[src/rtl/msg_validator_seq.sv]
// Sequential plaintext checker behind the RC4 core: captures a 32-byte message on start and
// scans one byte per clock for lowercase/space. Define VALIDATOR_UPPER_EN to also accept 'A'-'Z'.
module msg_validator_seq #(
   parameter logic [7:0] LOW_THRESHOLD  = 8'd97,
   parameter logic [7:0] HIGH_THRESHOLD = 8'd122,
   parameter logic [7:0] SPECIAL        = 8'd32,
   parameter logic [4:0] END_INDEX      = 5'd31
) (
   input  logic       CLOCK_50,
   input  logic       reset,
   input  logic       start,
   input  logic [7:0] decrypted_data [31:0],
   output logic       busy,
   output logic       finish,
   output logic       key_valid,
   output logic [4:0] bad_index,
   output logic [7:0] bad_byte,
   output logic [5:0] checked_count,
   output logic [1:0] state_dbg
);

   // Handshake: start is a request honoured only in IDLE or DONE; finish is a level that
   // acts as the result-valid flag and stays high until the next accepted start or reset.
   typedef enum logic [1:0] {IDLE = 2'd0, SCAN = 2'd1, DONE = 2'd2} state_t;

   state_t     state, state_n;
   logic [7:0] msg [31:0];
   logic [4:0] idx, idx_n;
   logic [5:0] count_n;
   logic [4:0] bad_index_n;
   logic [7:0] bad_byte_n;
   logic       busy_n, finish_n, key_valid_n;
   logic       load;
   logic [7:0] cur_byte;

   function automatic logic is_legal(input logic [7:0] b);
      logic ok;
      ok = ((b >= LOW_THRESHOLD) && (b <= HIGH_THRESHOLD)) || (b == SPECIAL);
`ifdef VALIDATOR_UPPER_EN
      ok = ok || ((b >= 8'd65) && (b <= 8'd90));
`endif
      return ok;
   endfunction

   assign cur_byte  = msg[idx];
   assign state_dbg = state;

   always_comb begin
      state_n     = state;
      idx_n       = idx;
      count_n     = checked_count;
      bad_index_n = bad_index;
      bad_byte_n  = bad_byte;
      busy_n      = busy;
      finish_n    = finish;
      key_valid_n = key_valid;
      load        = 1'b0;
      case (state)
         IDLE, DONE: begin
            if (start) begin
               load        = 1'b1;
               idx_n       = 5'd0;
               count_n     = 6'd0;
               finish_n    = 1'b0;
               key_valid_n = 1'b0;
               busy_n      = 1'b1;
               state_n     = SCAN;
            end
         end
         SCAN: begin
            count_n = checked_count + 6'd1;
            if (!is_legal(cur_byte)) begin
               bad_index_n = idx;
               bad_byte_n  = cur_byte;
               key_valid_n = 1'b0;
               finish_n    = 1'b1;
               busy_n      = 1'b0;
               state_n     = DONE;
            end else if (idx == END_INDEX) begin
               bad_index_n = 5'd0;
               bad_byte_n  = 8'd0;
               key_valid_n = 1'b1;
               finish_n    = 1'b1;
               busy_n      = 1'b0;
               state_n     = DONE;
            end else begin
               idx_n = idx + 5'd1;
            end
         end
         default: state_n = IDLE;
      endcase
   end

   always_ff @(posedge CLOCK_50) begin
      if (reset) begin
         state         <= IDLE;
         idx           <= 5'd0;
         checked_count <= 6'd0;
         bad_index     <= 5'd0;
         bad_byte      <= 8'd0;
         busy          <= 1'b0;
         finish        <= 1'b0;
         key_valid     <= 1'b0;
      end else begin
         state         <= state_n;
         idx           <= idx_n;
         checked_count <= count_n;
         bad_index     <= bad_index_n;
         bad_byte      <= bad_byte_n;
         busy          <= busy_n;
         finish        <= finish_n;
         key_valid     <= key_valid_n;
      end
   end

   // The message copy needs no reset: it is only read after a start has loaded it.
   always_ff @(posedge CLOCK_50) begin
      if (load && !reset) msg <= decrypted_data;
   end

endmodule
[config.mk]
export PLATFORM = sky130hd
export DESIGN_NAME = msg_validator_seq
export DESIGN_NICKNAME = d
export VERILOG_FILES = /design/src/rtl/msg_validator_seq.sv
export SDC_FILE = /design/constraint.sdc
export NUM_CORES = 1
export LEC_CHECK = 0
export CAP_MARGIN = 0
export CORE_MARGIN = 2
export CORE_UTILIZATION = 55
export CTS_BUF_LIST = sky130_fd_sc_hd__clkbuf_8
export DETAILED_ROUTE_END_ITERATION = 16
export PLACE_DENSITY = 0.86
export SLEW_MARGIN = 20
export SYNTH_ARGS = -nofsm -noshare
export SYNTH_HDL_FRONTEND = slang
export SYNTH_SLANG_ARGS = --single-unit
[constraint.sdc]
create_clock -name CLOCK_50 -period 32 [get_ports CLOCK_50]
set_input_delay 6.4 -clock CLOCK_50 [delete_from_list [all_inputs] [get_ports CLOCK_50]]
set_output_delay 6.4 -clock CLOCK_50 [all_outputs]
set_load 0.02 [all_outputs]
Yosys cells after proc, flatten, opt, wreduce, memory -nomap -nowiden --
Index checks and enable logic that the tools add are counted.
Storage, ports and cells: bits in registers 285, word-level logic and storage cells 94
Operators by class: eq/ne operators 9, add/subtract/negate cells 2, $lt $le $gt $ge 3, multiplexer cells 28, reductions and logical operators 12
Operators by type and width (number):
- $bmux 8 s5 | 1
- $mux 5 | 5
- $mux 8 | 3
- $pmux 6 s2 | 1
- $pmux 5 s2 | 1
- $mux 1 | 9
- $eq 8x6->1 const B | 1
- $ge 8x7->1 const B | 1
- $le 8x7->1 const B | 1
- $add 6x1->6 const B | 1
- $lt 5x6->1 const B | 1
- $mux 2 | 3
- $mux 6 | 1
- $ne 2x2->1 const B | 3
- $pmux 1 s2 | 3
- $reduce_and 2->1 | 3
- $add 5x1->5 const B | 1
- $eq 5x5->1 const B | 1
- $pmux 2 s2 | 1
- $reduce_and 4->1 | 1
- $ne 3x3->1 const B | 1
- $reduce_and 3->1 | 1
- $eq 2x1->1 const B | 1
- $eq 2x2->1 const B | 1
- 7 further kinds | 8

Logic depth before layout (Yosys ltp) --
word-level depth 7, gate-level depth with buffers 15, mapped depth without buffers 9

Worst setup path after synthesis --
Ideal clock, no wire load.
path type input port to flip-flop, start input start, end register msg[0] (netlist bit), enable pin, setup slack 13814 ps, cell stages on the path 3, data required time 31121 ps, data arrival time 17307 ps, buffers on the path 1, path through nand2b_1 > clkbuf_1 > nor2_1
Between the ends: cells in the longest elaborated chain, start to end 3
RTL lines:
- start: declaration | line 11 | input logic start,
- $mux 1 | line 60 | if (start) begin
- $mux 1 | line 58 | case (state)
- $logic_and 1x1->1 | line 118 | if (load && !reset) msg <= decrypted_data;
- end signal: assignment | line 118
- end: declaration | line 27 | logic [7:0] msg [31:0];
No other way between the ends. A chain may end at the register's enable or synchronous reset.

Worst setup path in the final report --
start input start, end register msg[80] (netlist bit), enable pin
Same word-level chain as after synthesis.

==> results.rst <==
.. list-table::
   :header-rows: 1

   * - Metric
     - Value
   * - Overall Global Routing Usage
     - between 20 and 25%
   * - Wire length of the first global-routing pass
     - between 30 and 40 mm
   * - Number of remaining DRC errors
     - 0
   * - Area share of the largest cell type after synthesis
     - 69.2%
   * - Start point of the worst min-delay path
     - finish
   * - Iteration count of the initial detailed-routing pass
     - 6
   * - Initial detailed-routing violation count
     - 564
   * - Vias in the first global route
     - 7233
   * - Setup slack of the most critical reg-to-reg path
     - 27340 ps
   * - Total power of the final layout
     - 0.765 mW
   * - Critical path's slowest cell
     - buf_4
   * - Synth Warn #
     - 0
   * - X dimension of the die
     - 146 microns
   * - Net count of the mapped netlist
     - a little over 800
   * - Prevailing post-synth register cell
     - edfxtp_1
   * - Post-DP HPWL
     - 17.9 mm
   * - Vias per Instance
     - 5.63
   * - Number of hold buffers added after cts
     - 0
   * - Achievable clock frequency
     - ~0.11 GHz
   * - IO Port Bufs
     - between 200 and 300
   * - Total via count after detailed routing
     - 6587
   * - Number of cells traversed by the worst register-to-register path
     - 9
   * - Clock period minus final worst setup slack
     - 8930 ps
   * - Start-to-end type of the worst setup path
     - in -> reg
   * - Delay of the slowest cell on the worst path
     - roughly 900 ps
   * - Die boundary height
     - 146 microns
   * - Clock skew
     - 21.2 ps
   * - Crit Path Max Fanout
     - 86
   * - Worst Hold Margin
     - 474 ps
   * - Number of standard-cell rows in the floorplan
     - just over 50
   * - Post-CTS repair timing setup buffer count
     - 0
   * - Max H-tree Level
     - 2
   * - Tightest slew margin relative to the limit
     - 30.5%
   * - WL per Instance
     - around 22 microns
   * - Run status
     - finished clean
   * - Combinational family with the most area after synthesis
     - multiplexers
   * - Share of the clock period used by the worst path after layout
     - about 28%
   * - Capturing element type of the critical path
     - flop
   * - Required time at the worst-slack endpoint
     - 32140 ps
   * - Cells after Synth
     - 569
   * - Final hold violation count
     - 0
   * - Launch point of the worst reg-to-reg path
     - idx[1]
   * - Clock tree from TritonCTS
     - yes
   * - Post-DRT Antenna Nets
     - 0
   * - Pin count of the biggest net entering global routing
     - 87
   * - Grt total ovfl
     - 0
   * - Antenna violations before repair
     - 0
   * - Most area-hungry cell type in the Yosys netlist
     - edfxtp_1
   * - Reg-to-Reg End
     - bad_index[3]
   * - Unrepaired setup endpoints after global routing
     - no
   * - Multiplexer fraction of the synthesized cell area
     - about 16%
   * - Tightest Pin Transition
     - between 1000 and 1500 ps
   * - Clk Latency, worst-skew pair
     - 540 ps
   * - Leakage power summed over all cells
     - approximately 5 nW
   * - Number of stages on the worst hold path
     - 2
   * - Count of state elements after synthesis
     - 285
   * - Leading post-synthesis cells by cell area
     - edfxtp_1 (69%), mux4_2 (13%), dfxtp_1 (5.2%)
   * - Area of the placeable core
     - around 20000 sq um
   * - Netlist Area Pre-Place
     - 11100 sq um
   * - Xor and xnor area share after synthesis
     - less than 1%
   * - Fin nets
     - between 1000 and 1500
   * - Simple-gate share of the synthesized area
     - approximately 4.4%
   * - PD cells
     - just over 50 nW/um^2
   * - Worst VDD drop
     - around 0.033 mV
   * - Worst Setup Slack post-DPL
     - 22500 ps
   * - Number of resized instances in the post-cts repair step
     - 0
   * - Number of buffers added by the clock tree synthesis step
     - 45
   * - Post-synth EDFFs
     - 256
   * - Number of max-slew violations in the final report
     - 0
   * - Arr. time, crit path
     - 9080 ps
   * - # Max-Cap Violations
     - 0
   * - Initial cell density of the core
     - 56.6%
   * - Share of async-settable or async-resettable flops after synthesis
     - 0%
   * - Area Overhead vs Synth
     - 34.8%
   * - Number of different library cells in the post-synthesis netlist
     - 50
   * - Final worst setup slack
     - approximately 23000 ps
   * - Part of the Yosys area used for sequential elements
     - around 74%
   * - Clock transition at path regs
     - 60 ps
   * - Maximum buffer depth of the clock tree
     - 3
   * - Cell chain of the critical path
     - clkdlybuf4s50_1 -> nand2b_1 -> nor2_4 -> buf_4
   * - Nature of the critical path startpoint
     - input port
   * - Ports
     - 283
   * - Ratio of cells with drive above 1 in the final layout
     - 16.2%
   * - Number of diodes added for antenna fixing
     - 0
   * - Area of the die
     - 21400 sq um
   * - Clock net sink count
     - 285
   * - Mean instance size in the synthesized netlist
     - roughly 20 sq um
   * - Terminating pin of the worst hold path
     - finish
   * - Final RePlAce weighted congestion
     - 0.798
   * - Compound-Gate Fraction of Synth Area
     - ~3.3%
   * - Clock Root Buffer
     - clkbuf_8
   * - Endpoints failing setup
     - 0
   * - Total Wirelength
     - 25.7 mm
   * - Type of the tightest min-delay check
     - reg -> reg
   * - Adder-cell area share of the yosys netlist
     - less than 1%
   * - Post-Route Setup TNS
     - 0 ps
kinds of logic after synthesis:
family          after synthesis
flops                       285
simple gates                 98
mux                          94
compound gates               52
buf+inv                      36
fa+ha+maj                     3
xor+xnor                      1
sequential cells by signal, indices dropped and copies added, names as in the netlist:
signal         cells
key_valid          1
idx                5
bad_byte           8
state_dbg          2
busy               1
msg              256
finish             1
checked_count      6
bad_index          5
placed cells by master, fill, tap and decap left out, types with 4 or more instances in the layout:
master and count:
a21oi_1 15, a22oi_1 17, buf_4 7, clkbuf_8 48, clkdlybuf4s50_1 282, clkinv_1 12, clkinv_2 8, dfxtp_1 25
edfxtp_1 256, inv_1 15, mux2_2 7, mux2i_1 22, mux4_2 64, nand2_1 22, nand2b_1 4, nand3_1 13
nand4_1 8, nor2_1 27, nor2b_1 6
report_power, final:
part | total (mW) | switching (mW) | internal, mW
logic | 0.0565 | 0.0203 | 0.0362
registers | 0.428 | 0.00454 | 0.424
clock network | 0.281 | 0.134 | 0.146
routing by layer:
layer,wire [microns],track usage (%)
met5,0,0
met3,2280,6.53
met1,9360,29.6
met2,13500,42.6
met4,637,8.25
final cells by class:
class	count	area, sq um
multi-input combinational	248	2660
inverter	4	15.0
clock inverter	32	156
fill	1142	4670
sequential	285	8280
tap	265	332
clock buffer	48	661
timing repair buffer	289	2880
critical path, delay by kind of cell:
kind,cells,cell delay (ps)
simple gates,2,1210
buf+inv,2,1400
worst max path at each step:
stage / startpoint / endpoint / slack (ps) / cells past startpoint
floorplan: start / msg[0] / 13810 / 3
detailed placement: start / msg[200] / 22500 / 4
global route: start / msg[64] / 22870 / 4
global placement: start / msg[112] / 22660 / 4
finish: start / msg[80] / 23070 / 4
CTS: start / msg[80] / 23080 / 4
cell usage after synthesis, drive strengths merged, types with 4 or more instances:
| library cell | count |
|---|---|
| edfxtp | 256 |
| mux4 | 64 |
| dfxtp | 29 |
| nor2 | 29 |
| buf | 22 |
| mux2i | 22 |
| nand2 | 22 |
| a22oi | 17 |
| a21oi | 15 |
| nand3 | 13 |
| clkbuf | 10 |
| nand4 | 9 |
| mux2 | 8 |
| nor2b | 6 |
| inv | 4 |
| nand2b | 4 |
metrics by stage:
step / util [%] / instances / area [sq um]
floorplan: - / 569 / 11100
global placement: 72.1 / 1091 / 14200
detailed placement: 72.1 / 1091 / 14200
CTS: 76.2 / 1171 / 15000
global route: 76.2 / 1171 / 15000
finish: 76.2 / 1171 / 15000
Power figures use the tool's default switching activity.
